===== config.mk =====
export PLATFORM = sky130hd
export DESIGN_NAME = uart_tx_buffer_flat
export DESIGN_NICKNAME = d
export VERILOG_FILES = /design/src/rtl/uart_tx_buffer_if.sv /design/src/rtl/uart_tx_buffer.sv /design/src/flat_wrapper.sv
export SDC_FILE = /design/constraint.sdc
export NUM_CORES = 1
export LEC_CHECK = 0
export CAP_MARGIN = 10
export CORE_MARGIN = 3
export CORE_UTILIZATION = 52
export DETAILED_ROUTE_END_ITERATION = 16
export PLACE_DENSITY = 0.86
export SLEW_MARGIN = 10
export SYNTH_ARGS = -nofsm -noshare
export SYNTH_HDL_FRONTEND = slang
export SYNTH_SLANG_ARGS = --single-unit

===== constraint.sdc =====
create_clock -name clock -period 5.49 [get_ports clock]
set_input_delay 0.549 -clock clock [delete_from_list [all_inputs] [get_ports clock]]
set_output_delay 0.549 -clock clock [all_outputs]
set_load 0.01 [all_outputs]

===== src/rtl/uart_tx_buffer_if.sv =====
// uart_tx_buffer_if: CPU memory bus and uart core bus used by uart_tx_buffer.
interface mem_bus_if;
    logic        mem_valid;
    logic        mem_instr;
    logic [31:0] mem_addr;
    logic [31:0] mem_wdata;
    logic [3:0]  mem_wstrb;
    logic [31:0] mem_rdata;
    logic        mem_ready;
    modport master (output mem_valid, mem_instr, mem_addr, mem_wdata, mem_wstrb, input mem_rdata, mem_ready);
    modport slave (input mem_valid, mem_instr, mem_addr, mem_wdata, mem_wstrb, output mem_rdata, mem_ready);
endinterface

interface uart_core_if;
    logic        uart_valid;
    logic        uart_instr;
    logic [31:0] uart_addr;
    logic [31:0] uart_wdata;
    logic [3:0]  uart_wstrb;
    logic [31:0] uart_rdata;
    logic        uart_ready;
    modport master (output uart_valid, uart_instr, uart_addr, uart_wdata, uart_wstrb, input uart_rdata, uart_ready);
    modport slave (input uart_valid, uart_instr, uart_addr, uart_wdata, uart_wstrb, output uart_rdata, uart_ready);
endinterface


===== src/rtl/uart_tx_buffer.sv =====
// uart_tx_buffer: TX FIFO and request serialiser in front of a uart core.
// Optional status register at STATUS_OFF is built when UART_FIFO_STATUS_EN is defined.
module uart_tx_buffer #(
    parameter int DEPTH      = 16,
    parameter int STATUS_OFF = 4
) (
    input logic         clock,
    input logic         reset,
    mem_bus_if.slave    mem,
    uart_core_if.master uart
);
    localparam int AW = $clog2(DEPTH);
    typedef enum logic [1:0] {IDLE, TX, RX} state_t;
    state_t state, state_n;
    logic [7:0] fifo [DEPTH];
    logic [AW-1:0] rd_ptr, wr_ptr;
    logic [AW:0] count;
    logic pend_valid, pend_write;
    logic [7:0] pend_data, push_data;
    logic new_req, is_write, is_stat, full, empty, busy, pop, push, wr_now, rx_done;
    logic unused_bits;
    assign unused_bits = ^{mem.mem_instr, mem.mem_addr, mem.mem_wdata[31:8], uart.uart_rdata[31:8]};
`ifdef UART_FIFO_STATUS_EN
    assign is_stat = mem.mem_addr[7:0] == 8'(STATUS_OFF);
`else
    assign is_stat = 1'b0;
`endif
    always_comb begin
        new_req = mem.mem_valid & ~pend_valid;
        is_write = |mem.mem_wstrb;
        full = count == (AW+1)'(DEPTH);
        empty = count == '0;
        busy = state != IDLE;
        pop = state == TX & uart.uart_ready;
        rx_done = state == RX & uart.uart_ready;
        wr_now = new_req & is_write & ~is_stat;
        // a pop frees the slot in the same edge, so a full FIFO can still accept
        push = (wr_now | pend_valid & pend_write) & (~full | pop);
        push_data = pend_valid ? pend_data : mem.mem_wdata[7:0];
        state_n = state == IDLE ? (!empty ? TX : (pend_valid & ~pend_write) ? RX : IDLE)
                                : (uart.uart_ready ? IDLE : state);
        uart.uart_valid = busy & ~uart.uart_ready;
        uart.uart_instr = 1'b0;
        uart.uart_addr = '0;
        uart.uart_wstrb = state == TX ? 4'hF : 4'h0;
        uart.uart_wdata = {24'h0, state == TX ? fifo[rd_ptr] : 8'h0};
    end
    always_ff @(posedge clock) begin
        if (push)
            fifo[wr_ptr] <= push_data;
    end
    always_ff @(posedge clock) begin
        if (!reset) begin
            state <= IDLE;
            rd_ptr <= '0;
            wr_ptr <= '0;
            count <= '0;
            pend_valid <= 1'b0;
            pend_write <= 1'b0;
            pend_data <= '0;
            mem.mem_ready <= 1'b0;
            mem.mem_rdata <= '0;
        end else begin
            state <= state_n;
            if (push)
                wr_ptr <= wr_ptr + 1'b1;
            if (pop)
                rd_ptr <= rd_ptr + 1'b1;
            count <= count + (AW+1)'(push) - (AW+1)'(pop);
            mem.mem_ready <= push | rx_done | new_req & is_stat;
            if (rx_done)
                mem.mem_rdata <= {24'h0, uart.uart_rdata[7:0]};
`ifdef UART_FIFO_STATUS_EN
            else if (new_req & is_stat & ~is_write)
                mem.mem_rdata <= {16'h0, 8'(count), 5'h0, busy, full, empty};
`endif
            if (new_req & ~(push | is_stat)) begin
                pend_valid <= 1'b1;
                pend_write <= is_write;
                pend_data <= mem.mem_wdata[7:0];
            end else if (push | rx_done)
                pend_valid <= 1'b0;
        end
    end
endmodule

===== src/flat_wrapper.sv =====
// flat-port wrapper written by rule: the top's interface ports become plain ports
module uart_tx_buffer_flat 
#(
    parameter int DEPTH      = 16,
    parameter int STATUS_OFF = 4
)
  (clock, reset, mem_mem_valid, mem_mem_instr, mem_mem_addr, mem_mem_wdata, mem_mem_wstrb, mem_mem_rdata, mem_mem_ready, uart_uart_valid, uart_uart_instr, uart_uart_addr, uart_uart_wdata, uart_uart_wstrb, uart_uart_rdata, uart_uart_ready);
  mem_bus_if mem_i ();
  uart_core_if uart_i ();
  input logic clock;
  input logic reset;
  input wire logic [$bits(mem_i.mem_valid)-1:0] mem_mem_valid;
  input wire logic [$bits(mem_i.mem_instr)-1:0] mem_mem_instr;
  input wire logic [$bits(mem_i.mem_addr)-1:0] mem_mem_addr;
  input wire logic [$bits(mem_i.mem_wdata)-1:0] mem_mem_wdata;
  input wire logic [$bits(mem_i.mem_wstrb)-1:0] mem_mem_wstrb;
  output wire logic [$bits(mem_i.mem_rdata)-1:0] mem_mem_rdata;
  output wire logic [$bits(mem_i.mem_ready)-1:0] mem_mem_ready;
  output wire logic [$bits(uart_i.uart_valid)-1:0] uart_uart_valid;
  output wire logic [$bits(uart_i.uart_instr)-1:0] uart_uart_instr;
  output wire logic [$bits(uart_i.uart_addr)-1:0] uart_uart_addr;
  output wire logic [$bits(uart_i.uart_wdata)-1:0] uart_uart_wdata;
  output wire logic [$bits(uart_i.uart_wstrb)-1:0] uart_uart_wstrb;
  input wire logic [$bits(uart_i.uart_rdata)-1:0] uart_uart_rdata;
  input wire logic [$bits(uart_i.uart_ready)-1:0] uart_uart_ready;
  assign mem_i.mem_valid = mem_mem_valid;
  assign mem_i.mem_instr = mem_mem_instr;
  assign mem_i.mem_addr = mem_mem_addr;
  assign mem_i.mem_wdata = mem_mem_wdata;
  assign mem_i.mem_wstrb = mem_mem_wstrb;
  assign mem_mem_rdata = mem_i.mem_rdata;
  assign mem_mem_ready = mem_i.mem_ready;
  assign uart_uart_valid = uart_i.uart_valid;
  assign uart_uart_instr = uart_i.uart_instr;
  assign uart_uart_addr = uart_i.uart_addr;
  assign uart_uart_wdata = uart_i.uart_wdata;
  assign uart_uart_wstrb = uart_i.uart_wstrb;
  assign uart_i.uart_rdata = uart_uart_rdata;
  assign uart_i.uart_ready = uart_uart_ready;
  uart_tx_buffer #(.DEPTH(DEPTH), .STATUS_OFF(STATUS_OFF)) u_core (.clock(clock), .reset(reset), .mem(mem_i), .uart(uart_i));
endmodule

### Word-level counts from Yosys, hierarchy flattened

Memory sizes are Yosys's and may differ from the RTL's. A register that Yosys moved wholly into a read port is not among the register bits.
Index checks and enable logic that the tools add are counted.

* register bits after elaboration: 34
* bits in writable memories: 128
* input port bits: 105
* output and inout bits: 103
* word-level logic and storage cells: 53
* memories kept: 1

Memory list
* u_core.fifo: depth 16, bits a word 8, rd ports 1, clocked after Yosys merged registers in 1, wr ports 1, line uart_tx_buffer.sv:15 `logic [7:0] fifo [DEPTH];`

* $add $sub $neg: 4
* eq/ne operators: 3
* muxes and demuxes: 13
* bitwise logic cells: 17
* reduce and logical (&&, ||, !) cells: 6

Operators by type and width (count)
* $mux 8: 2
* $mux 4: 3
* $and 1x1->1: 9
* $add 4x1->4 const B: 2
* $mux 2: 4
* $reduce_bool 2->1: 3
* $add 5x1->5: 1
* $eq 5x5->1 const B: 1
* $logic_not 5->1: 1
* $not 1->1: 5
* $sub 5x1->5: 1
* $mux 1: 4
* $reduce_or 4->1: 1
* $or 1x1->1: 3
* $eq 2x1->1 const B: 1
* $eq 2x2->1 const B: 1
* $logic_not 2->1: 1

### Longest topological paths before layout

* depth in word-level cells: 8
* mapped depth: 12
* mapped depth without buffers: 10

### Worst setup path after synthesis

OpenSTA, ideal clock, no wires.

* path kind: input-to-reg
* start: in mem_mem_wstrb[1]
* end: reg u_core.count[4]
* setup time: 0.116 ns
* arrival: 2.632 ns
* data required time: 5.374 ns
* path slack: 2.743 ns
* stages: 11
* path buffers: 2
* path through: nor4_1 o21ai_1 and2_1 buf_6 buf_6 ha_1 fa_1 a21oi_1 nor2_1 or3_1 and3_1

* longest elaborated chain between the ends: 6

Ends and longest elaborated chain
* start: declaration: line flat_wrapper.sv:16 `input wire logic [$bits(mem_i.mem_wstrb)-1:0] mem_mem_wstrb;`
* $reduce_or 4->1: line uart_tx_buffer.sv:30 `is_write = |mem.mem_wstrb;`
* $and 1x1->1: line uart_tx_buffer.sv:36 `wr_now = new_req & is_write & ~is_stat;`
* $or 1x1->1: line uart_tx_buffer.sv:38 `push = (wr_now | pend_valid & pend_write) & (~full | pop);`
* $and 1x1->1: line uart_tx_buffer.sv:38
* via u_core.push: line uart_tx_buffer.sv:20 `logic new_req, is_write, is_stat, full, empty, busy, pop, push, wr_now, rx_done;`
* $add 5x1->5: line uart_tx_buffer.sv:69 `count <= count + (AW+1)'(push) - (AW+1)'(pop);`
* $sub 5x1->5: line uart_tx_buffer.sv:69
* end signal: assignment: line uart_tx_buffer.sv:69
* end: declaration: line uart_tx_buffer.sv:17 `logic [AW:0] count;`

The timed path passes the listed nets, and every way through them passes these cells.
A chain may end at the register's enable or synchronous reset.

==> impl_metrics.yaml <==
worst_setup_path:
  worst_path_max_delay_cell: "dfxtp_1"
  critical_path.n_buffers_inverters: 1
  crit_path_max_fanout: 16
  cp.arrival_ns: 2.92
  crit_required_ns: 4.94
  critical_path.cell_chain: "nor2b_1 > a22oi_1 > nand2_1 > o22ai_1 > clkdlybuf4s50_1"
  startpoint_type: "register"
  timing.critical_path.max_delay_family: "simple AND/OR/NAND/NOR gates"
  setup.worst_path.class: "reg -> out"
  slowest_delay_ns: 0.80
  worst_setup_path_end_kind: "output pin"
timing:
  final_critical_path_share_of_the_clock_period_pct: 63.2
  final-max-slew-violation-count: 0
  postLayoutSetupSlackWorst_ns: 2.02
  slew_headroom_pct: 42.3
  finalSetupViolations: 0
  hold_ws_ns: 0.457
  clock-skew-final_ns: 0.00865
  setup_total_negative_slack_ns: 0
  achievable-frequency_mhz: 288
  worst_pin_slew_ns: 0.865
  hold_viol: 0
  finalCriticalPeriod_ns: 3.47
  grt_setup_unrepaired: "false"
clocking:
  tritoncts: "done"
  buffer_count_from_post_cts_setup_fixing: 0
  cts_inserted_buffers: 17
  clockRootBuffer: "clkbuf_16"
  post_cts_resize_count: 0
  worstSkewPairLatency_ns: 0.42
  clock_sink_count: 166
  h-tree-depth: 4
  cts_hold_buf: 0
  cts.reportedPaths.clkPinSlew_ns: 0.06
  clockBufferDepth: 2
place:
  gp_congestion: 0.802
  dp.final_hpwl_um: 9470
  dpl_worst_slack_ns: 2.02
  io_buffer_count: 45
layout:
  num-fill-cells: 1034
  most_frequent_cells_in_the_layout: "edfxtp_1 (128), conb_1 (81), mux2i_1 (63)"
  drive_gt1_share_pct: 9.50
  insertedDiodeCount: 0
  nets: 685
  layout.area.seq_um2: 4610
  area_growth_pct: 10.3
  multiInputGateArea_um2: 2370
  layout_commonest_cell: "edfxtp_1"
pwr:
  share_clk_of_total_power_pct: 34.0
  switching_share_pct: 27.0
  vdd_ir_drop_max_uv: 359
  power_frac_comb_pct: 21.1
  power_frac_seq_pct: 44.9
  power.static_leakage_nw: 2.94
  internal_power_mw: 2.43
  switchingPower_uw: 897
  power-per-cell-area_nw_per_um2: 402
  finalPower_mw: 3.32
routing:
  drt_first_pass_iters: 4
  detail_route.iter0.violations: 257
  finalWirelength_um: 13800
  routed_wire_length_per_instance_um: 18.2
  post-route-drc-count: 0
  routed_via_density: 5.23
  routed-via-count: 3971
  drtAntennaViolNets: 0
outcome:
  outcome: "finished clean"
grt:
  first_global_vias: 4140
  antenna_found_initial: 0
  grt_pass1_wl_um: 21500
  grt_overflow_total: 0
  grt_start_max_net_pins: 51
  grtUsageTotal_pct: 17.7
floorplan:
  design.portCount: 208
  rows: 43
  dieArea_um2: 15900
  placeableCoreArea_um2: 14000
  die_height_um: 126
  effective_utilization_at_floorplan_pct: 53.6
  die_w_um: 126
synthesis:
  synth.cell_area_um2: 7490
  synthDistinctLibCells: 46
  sequential_fraction_of_the_synthesis_area_pct: 61.4
  ys_seq_elements: 166
  synth-warning-count: 0
  postSynth.asyncResetShare_pct: 0
  post_synth_inst_count: 527
  edff_count_synth: 128
  synth_area_per_cell_um2: 14.2
  synth-main-ff-cell: "edfxtp_1"
run:
  max_capacitance_violation_count: 0
hold_path:
  timing.hold.worst.class: "reg -> reg"
-- Yosys cell counts (5+ instances only) --
cell type,instances,area [um^2]
and3_1,13,81.3
nand2_1,35,131
inv_1,11,41.3
a22oi_1,18,135
buf_1,5,18.8
edfxtp_1,128,3840
and2_1,8,50.1
buf_4,85,638
dfxtp_1,38,761
buf_6,8,90.1
mux2_2,8,90.1
o22ai_1,8,50.1
nor2_1,22,82.6
nor2b_1,5,31.3
mux2i_1,63,631
ha_1,11,138
mux4_2,11,248
-- power by group through the flow --
stage / Sequential [mW] / Combinational (mW) / Clock, mW
2_1_floorplan: 1.50 / 0.579 / 0
3_3_place_gp: 1.51 / 0.658 / 0
3_5_place_dp: 1.52 / 0.703 / 0
4_1_cts: 1.49 / 0.707 / 1.15
5_1_grt: 1.50 / 0.769 / 1.20
6_report: 1.49 / 0.701 / 1.13
-- cells by family (layout without fill, tap and decap cells) --
family	count (synthesis)	after routing	share of synthesized area [%]
buffers and inverters	116	88	10.9
DFF	166	166	61.4
xor gates and xnor gates	6	6	0.701
adders and majority gates	12	12	2.10
other	1	81	0.0500
and+or+nand+nor	103	103	7.20
muxes	85	85	14.0
AOI/OAI and AO/OA	38	38	3.61
-- worst min-delay path, stage by stage, from the launching register on --
cell     delay, ns
dfxtp_1       0.31
nand2_1       0.05
mux2i_1       0.05
-- through the flow --
stage / cell area [um^2] / util [%] / instances
2_1_floorplan: 7790 / - / 607
3_3_place_gp: 7710 / 55.1 / 729
3_5_place_dp: 7710 / 55.1 / 729
4_1_cts: 8270 / 59.1 / 759
5_1_grt: 8270 / 59.1 / 759
6_report: 8270 / 59.1 / 759
-- worst paths after layout --
| path | slack, ns | cells after the start | endpoint | start |
|---|---|---|---|---|
| hold / removal | 0.46 | 2 | u_core.pend_data[6]$_SDFFE_PN0P_ | u_core.pend_data[6]$_SDFFE_PN0P_ |
| hold reg to reg | 0.46 | 2 | u_core.pend_data[6]$_SDFFE_PN0P_ | u_core.pend_data[6]$_SDFFE_PN0P_ |
| setup / recovery | 2.02 | 5 | uart_uart_wdata[6] | register |
| setup reg to reg | 2.46 | 9 | u_core.count[4]$_SDFF_PN0_ | u_core.pend_valid$_SDFFE_PN0P_ |
-- sequential cells by signal, indices dropped and copies added (netlist names), named ones only --
signal                cells
u_core.pend_valid         1
u_core.pend_write         1
u_core.rd_ptr             4
u_core.mem.mem_rdata      8
u_core.fifo             128
u_core.state              2
u_core.pend_data          8
u_core.wr_ptr             4
u_core.count              5
u_core.mem.mem_ready      1
-- layer usage --
metal | part of all wire, % | GRT usage [%] | vias to the layer above
li1 | - | - | 1847
met1 | 39 | 21.3 | 1976
met2 | 53 | 31.2 | 136
met3 | 6.7 | 5.00 | 12
met4 | 0.96 | 5.11 | 0
met5 | 0 | 0 | -
-- area by class of cell --
type | count | area share, %
flip-flops and latches | 166 | 55.7
clock buffers | 18 | 5.19
multi-input cells | 325 | 28.7
inverters | 11 | 0.499
clock inverters | 12 | 1.56
well taps | 180 | 2.72
repair buffers | 47 | 5.63
No activity file was read; power rests on OpenSTA's default activity.
